--- src/rtl/exc_commit_ctrl.sv ---
// exc_commit_ctrl: commits WB-stage exceptions and ERTN as a fixed sequence
// of single-cycle CSR writes, followed by a one-cycle fetch redirect.
//
// Ports:
//   clk, resetn                     clock, asynchronous active-low reset
//   wb_ex, ertn_flush               commit requests (exception wins)
//   wb_pc, wb_ecode, wb_esubcode,
//   wb_vaddr                        exception details from WB
//   csr_crmd_plv/ie, csr_prmd_pplv/pie,
//   csr_eentry, csr_era             current CSR values, sampled on accept
//   ctl_csr_we/num/wvalue/wmask     CSR write port, one write per write state
//   flush, busy                     high in every non-IDLE state
//   redirect_valid, redirect_pc     one-cycle fetch redirect
module exc_commit_ctrl #(
    parameter logic [13:0] CSR_CRMD  = 14'h0,
    parameter logic [13:0] CSR_PRMD  = 14'h1,
    parameter logic [13:0] CSR_ESTAT = 14'h5,
    parameter logic [13:0] CSR_ERA   = 14'h6,
    parameter logic [13:0] CSR_BADV  = 14'h7
) (
    input  logic        clk,
    input  logic        resetn,
    input  logic        wb_ex,
    input  logic        ertn_flush,
    input  logic [31:0] wb_pc,
    input  logic [5:0]  wb_ecode,
    input  logic [8:0]  wb_esubcode,
    input  logic [31:0] wb_vaddr,
    input  logic [1:0]  csr_crmd_plv,
    input  logic        csr_crmd_ie,
    input  logic [1:0]  csr_prmd_pplv,
    input  logic        csr_prmd_pie,
    input  logic [31:0] csr_eentry,
    input  logic [31:0] csr_era,
    output logic        ctl_csr_we,
    output logic [13:0] ctl_csr_num,
    output logic [31:0] ctl_csr_wvalue,
    output logic [31:0] ctl_csr_wmask,
    output logic        flush,
    output logic        redirect_valid,
    output logic [31:0] redirect_pc,
    output logic        busy
);

    localparam logic [5:0] ECODE_ADEF = 6'h08;
    localparam logic [5:0] ECODE_ALE  = 6'h09;

    typedef enum logic [2:0] {
        IDLE,
        S_ERA,
        S_PRMD,
        S_ESTAT,
        S_BADV,
        S_CRMD,
        S_RCRMD,
        S_REDIR
    } state_e;

    state_e      state_q, state_d;

    // Snapshot of the committing request; frozen while the sequence runs so
    // the block's own CSR writes cannot feed back into later writes.
    logic [31:0] snap_pc_q,       snap_pc_d;
    logic [5:0]  snap_ecode_q,    snap_ecode_d;
    logic [8:0]  snap_esubcode_q, snap_esubcode_d;
    logic [1:0]  snap_plv_q,      snap_plv_d;
    logic        snap_ie_q,       snap_ie_d;
    logic [31:0] snap_eentry_q,   snap_eentry_d;
    logic [31:0] snap_badv_q,     snap_badv_d;
    logic        need_badv_q,     need_badv_d;
    logic [1:0]  snap_pplv_q,     snap_pplv_d;
    logic        snap_pie_q,      snap_pie_d;
    logic [31:0] snap_era_q,      snap_era_d;
    logic        is_ertn_q,       is_ertn_d;

    // State and snapshot registers
    always_ff @(posedge clk or negedge resetn) begin
        if (!resetn) begin
            state_q         <= IDLE;
            snap_pc_q       <= '0;
            snap_ecode_q    <= '0;
            snap_esubcode_q <= '0;
            snap_plv_q      <= '0;
            snap_ie_q       <= 1'b0;
            snap_eentry_q   <= '0;
            snap_badv_q     <= '0;
            need_badv_q     <= 1'b0;
            snap_pplv_q     <= '0;
            snap_pie_q      <= 1'b0;
            snap_era_q      <= '0;
            is_ertn_q       <= 1'b0;
        end else begin
            state_q         <= state_d;
            snap_pc_q       <= snap_pc_d;
            snap_ecode_q    <= snap_ecode_d;
            snap_esubcode_q <= snap_esubcode_d;
            snap_plv_q      <= snap_plv_d;
            snap_ie_q       <= snap_ie_d;
            snap_eentry_q   <= snap_eentry_d;
            snap_badv_q     <= snap_badv_d;
            need_badv_q     <= need_badv_d;
            snap_pplv_q     <= snap_pplv_d;
            snap_pie_q      <= snap_pie_d;
            snap_era_q      <= snap_era_d;
            is_ertn_q       <= is_ertn_d;
        end
    end

    // Next state, snapshot capture and output decode from registered state
    always_comb begin
        state_d         = state_q;
        snap_pc_d       = snap_pc_q;
        snap_ecode_d    = snap_ecode_q;
        snap_esubcode_d = snap_esubcode_q;
        snap_plv_d      = snap_plv_q;
        snap_ie_d       = snap_ie_q;
        snap_eentry_d   = snap_eentry_q;
        snap_badv_d     = snap_badv_q;
        need_badv_d     = need_badv_q;
        snap_pplv_d     = snap_pplv_q;
        snap_pie_d      = snap_pie_q;
        snap_era_d      = snap_era_q;
        is_ertn_d       = is_ertn_q;

        ctl_csr_we      = 1'b0;
        ctl_csr_num     = '0;
        ctl_csr_wvalue  = '0;
        ctl_csr_wmask   = '0;
        flush           = 1'b1;
        busy            = 1'b1;
        redirect_valid  = 1'b0;
        redirect_pc     = '0;

        unique case (state_q)
            IDLE: begin
                flush = 1'b0;
                busy  = 1'b0;
                if (wb_ex) begin
                    state_d         = S_ERA;
                    is_ertn_d       = 1'b0;
                    snap_pc_d       = wb_pc;
                    snap_ecode_d    = wb_ecode;
                    snap_esubcode_d = wb_esubcode;
                    snap_plv_d      = csr_crmd_plv;
                    snap_ie_d       = csr_crmd_ie;
                    snap_eentry_d   = csr_eentry;
                    // Instruction-fetch faults report the PC as the bad address
                    snap_badv_d     = (wb_ecode == ECODE_ADEF) ? wb_pc : wb_vaddr;
                    need_badv_d     = (wb_ecode == ECODE_ADEF) || (wb_ecode == ECODE_ALE);
                end else if (ertn_flush) begin
                    state_d     = S_RCRMD;
                    is_ertn_d   = 1'b1;
                    snap_pplv_d = csr_prmd_pplv;
                    snap_pie_d  = csr_prmd_pie;
                    snap_era_d  = csr_era;
                end
            end
            S_ERA: begin
                state_d        = S_PRMD;
                ctl_csr_we     = 1'b1;
                ctl_csr_num    = CSR_ERA;
                ctl_csr_wvalue = snap_pc_q;
                ctl_csr_wmask  = 32'hFFFF_FFFF;
            end
            S_PRMD: begin
                state_d        = S_ESTAT;
                ctl_csr_we     = 1'b1;
                ctl_csr_num    = CSR_PRMD;
                ctl_csr_wvalue = {29'b0, snap_ie_q, snap_plv_q};
                ctl_csr_wmask  = 32'h0000_0007;
            end
            S_ESTAT: begin
                state_d        = need_badv_q ? S_BADV : S_CRMD;
                ctl_csr_we     = 1'b1;
                ctl_csr_num    = CSR_ESTAT;
                ctl_csr_wvalue = {1'b0, snap_esubcode_q, snap_ecode_q, 16'b0};
                ctl_csr_wmask  = 32'h7FFF_0000;
            end
            S_BADV: begin
                state_d        = S_CRMD;
                ctl_csr_we     = 1'b1;
                ctl_csr_num    = CSR_BADV;
                ctl_csr_wvalue = snap_badv_q;
                ctl_csr_wmask  = 32'hFFFF_FFFF;
            end
            S_CRMD: begin
                // Enter kernel mode with interrupts disabled
                state_d        = S_REDIR;
                ctl_csr_we     = 1'b1;
                ctl_csr_num    = CSR_CRMD;
                ctl_csr_wvalue = 32'h0;
                ctl_csr_wmask  = 32'h0000_0007;
            end
            S_RCRMD: begin
                state_d        = S_REDIR;
                ctl_csr_we     = 1'b1;
                ctl_csr_num    = CSR_CRMD;
                ctl_csr_wvalue = {29'b0, snap_pie_q, snap_pplv_q};
                ctl_csr_wmask  = 32'h0000_0007;
            end
            S_REDIR: begin
                state_d        = IDLE;
                redirect_valid = 1'b1;
                redirect_pc    = is_ertn_q ? snap_era_q : snap_eentry_q;
            end
            default: begin
                state_d = IDLE;
            end
        endcase
    end

endmodule

--- config.mk ---
export PLATFORM = sky130hd
export DESIGN_NAME = exc_commit_ctrl
export DESIGN_NICKNAME = d
export VERILOG_FILES = /design/src/rtl/exc_commit_ctrl.sv
export SDC_FILE = /design/constraint.sdc
export NUM_CORES = 1
export LEC_CHECK = 0
export BUFFER_PORTS_ARGS = -buffer_cell sky130_fd_sc_hd__buf_2
export CORE_ASPECT_RATIO = 1.5
export CORE_UTILIZATION = 41
export CTS_BUF_LIST = sky130_fd_sc_hd__clkbuf_16
export DETAILED_ROUTE_END_ITERATION = 10
export PLACE_DENSITY = 0.7
export RECOVER_POWER = 100
export SETUP_SLACK_MARGIN = 0.5
export SLEW_MARGIN = 20
export SYNTH_ARGS = -nofsm -noshare
export SYNTH_HDL_FRONTEND = slang
export SYNTH_SLANG_ARGS = --single-unit
--- constraint.sdc ---
create_clock -name clk -period 1.9 [get_ports clk]
set_input_delay 0.19 -clock clk [delete_from_list [all_inputs] [get_ports clk]]
set_output_delay 0.19 -clock clk [all_outputs]
set_load 0.02 [all_outputs]
==> results.cfg <==
[run_status]
outcome = finished with violations
violations = negative hold slack, negative setup slack

[synth]
synth_top_family_by_area = simple AND/OR/NAND/NOR gates
mappedNetlistArea_um2 = 7700
netlist_instances = 819
synth.area.mux_share_pct = 9.72
synth-compound-area-share_pct = 13.6
synth_edf_count = 0
ys_warn_count = 0
synth_seq_cells = 154
synthXorXnorAreaFrac_pct = 0.114
ys_seq_area_share_pct = 50.1
netlist-cell-type-count = 34
async_flop_share_pct = 100
synth-main-ff-cell = dfrtp_1
synthSimpleGateAreaFrac_pct = 18.5
synth_adder_area_share_pct = 0
syn_area_per_cell_um2 = 9.40

[routing]
ant_nets = 0
drc = 0
routed.top_layer = met4
wl_met1_mm = 10.5
vias = 7417
wl_met3_mm = 1.08
dr.pass1.iters = 4
routed_wirelength_mm = 27.1
drt-initial-drc-count = 388
via_per_inst = 5.20
wl_met2_mm = 14.4
wire_per_inst_um = 19.0

[sta]
setup_viol = 108
setup_ws_ns = -0.107
hold_violations = 1
timing.fmax_mhz = 498
rsz0062_at_grt = true
timing.hold.ws_ns = -0.00430
period_needed_ns = 2.01
min_period_over_period_pct = 106
clock_skew_ns = 0.0153
relSlewSlack_pct = 34.7
drv_slew = 0
worstMarginPinSlew_ns = 0.980

[clocking]
clock-sinks = 154
cts_tree = done
clock_path_buffers = 2
clock_latency_ns = 0.42
cts_inserted_buffers = 17
path_clk_slew_ns = 0.06
h-tree-depth = 4
cts-root-buf = clkbuf_16

[placement]
finalWeightedCongestion = 0.834
dp_slack_ns = 0.168
dpl.hpwl_mm = 14.6
port_buffers = 255
place_inst = 1257
place_area_um2 = 9660

[worst_setup_path]
crit_type = reg -> out
worst_setup_path_start_kind = register
path_max_fanout = 13
critPathCaptureType = output port
required_ns = 1.71
cp.arrival_ns = 1.82

[floorplanning]
initial_core_util_pct = 41.7
core-area_um2 = 18500
io_pins = 267
die_area_um2 = 19300
die_w_um = 114
die_h_um = 170
rows = 61

[global_routing]
track_usage_pct = 25.0
grt_pass1_wl_mm = 37.2
grt_max_degree = 66
antenna_found_initial = 2
grt_pass1_vias = 7343
grt-ovfl-total = 0

[cells_and_area]
fillCellCount = 1328
seq_area_um2 = 3860
layoutNonFillerInstCount = 1427
syn2layout_area_growth_pct = 66.6
final_area_um2 = 12800
nNetsFinal = 1313
drive_gt1_share_pct = 56.2
multi_input_area_um2 = 4400

[power_and_ir_drop]
p_per_area_nw_per_um2 = 1640
leakage_nw = 6.07
ir_drop_v = 0.000808

[run]
drv_cap = 0

[hold_path]
hold_path.class = in -> reg
per-layer routing:
layer,up-vias,track usage [%]
li1,3386,-
met1,3660,28.5
met2,293,45.3
met3,78,2.81
met4,0,14.1
met5,-,0
state kept, by name, indices dropped and copies added, names as in the netlist, 3 cells and up:
signal	cells
snap_era_q	32
snap_esubcode_q	9
snap_eentry_q	32
snap_pc_q	32
state_q	3
snap_ecode_q	6
snap_badv_q	32
cell type report:
| type | count | share of cell area [%] |
|---|---|---|
| Clock buffer | 17 | 3.32 |
| Timing Repair Buffer | 415 | 28.7 |
| Inverter | 4 | 0.117 |
| Antenna cell | 2 | 0.0390 |
| Multi-Input combinational cell | 568 | 34.3 |
| Sequential cell | 154 | 30.1 |
| Clock inverter | 15 | 0.888 |
| Tap cell | 252 | 2.46 |
layout by cell type, fill, tap and decap left out, types with 11 or more instances in the layout:
cell           count
o211ai_2          30
buf_2            213
o21ai_2           13
a22oi_2           29
clkbuf_16         28
buf_6             42
buf_4             37
buf_12            21
mux2_2            38
nand2_2           61
nand2_1          187
mux2i_1           32
o211ai_1          35
buf_16            12
nand2_4           50
nor2_4            41
dlygate4sd3_1     70
conb_1            11
dfrtp_1          150
worst max-delay path, cell delays in order, from the launching register on:
cell and delay, ns:
dfrtp_2 0.43, buf_6 0.13, nor2b_4 0.17, buf_12 0.14
buf_16 0.15, a22oi_2 0.08, o21ai_2 0.15, buf_6 0.14
cell families after synthesis:
family                 Yosys count
XOR/XNOR                         1
AO/OA/AOI/OAI                  125
buffers and inverters          108
other                            1
flip-flops                     154
AND/OR/NAND/NOR                360
multiplexers                    70
cells in the mapped netlist, drive strengths merged, types with 2 or more instances:
| cell | instances | area share, % |
|---|---|---|
| nor2 | 49 | 2.4 |
| nand3 | 2 | 0.20 |
| clkbuf | 39 | 1.9 |
| mux2 | 38 | 5.6 |
| nand2 | 298 | 15 |
| a22oi | 32 | 3.1 |
| o21ai | 20 | 1.3 |
| dfrtp | 154 | 50 |
| nor2b | 3 | 0.24 |
| o2bb2ai | 3 | 0.34 |
| o211ai | 65 | 8.3 |
| buf | 65 | 5.9 |
| a21oi | 2 | 0.13 |
| inv | 4 | 0.20 |
| mux2i | 32 | 4.2 |
timing repair:
item | 4_1_cts | 5_1_grt
hold buffers | 70 | 0
setup endpoints to repair | 256 | 255
pin swaps | 26 | 18
cloned | 11 | 18
endpoints found under the hold margin | 105 | 0
gates resized for setup | 107 | 158
buffers inserted | 21 | 16
final timing paths:
check,from,endpoint,slack [ns],cells after the start
max,state_q[0],ctl_csr_wvalue[17],-0.11,7
max reg2reg,state_q[2],snap_badv_q[28],-0.07,7
min,wb_pc[18],snap_pc_q[18],-0.004,3
min in group asynchronous,resetn,snap_era_q[5],0.47,2
min reg2reg,snap_eentry_q[25],snap_eentry_q[25],0.47,2
max in group asynchronous,resetn,state_q[1],0.26,3
metrics by stage:
stage	util [%]	total power [W]	hold WS (ns)	setup TNS, ns
global route	69.4	0.0221	0.00473	-9.56
finish	69.4	0.0210	-0.00430	-3.87
CTS	64.0	0.0195	0.000449	-2.17
global placement	52.3	0.0141	0.121	0
floorplan	-	0.0128	-0.106	0
detailed placement	52.3	0.0143	0.122	0
power breakdown:
| group | total (W) | switching [W] | internal [W] | leakage (nW) |
|---|---|---|---|---|
| clock network | 0.00314 | 0.00137 | 0.00178 | 0.275 |
| registers | 0.00620 | 0.00136 | 0.00484 | 1.91 |
| logic | 0.0117 | 0.00608 | 0.00559 | 3.89 |
Power figures use the tool's default switching activity.
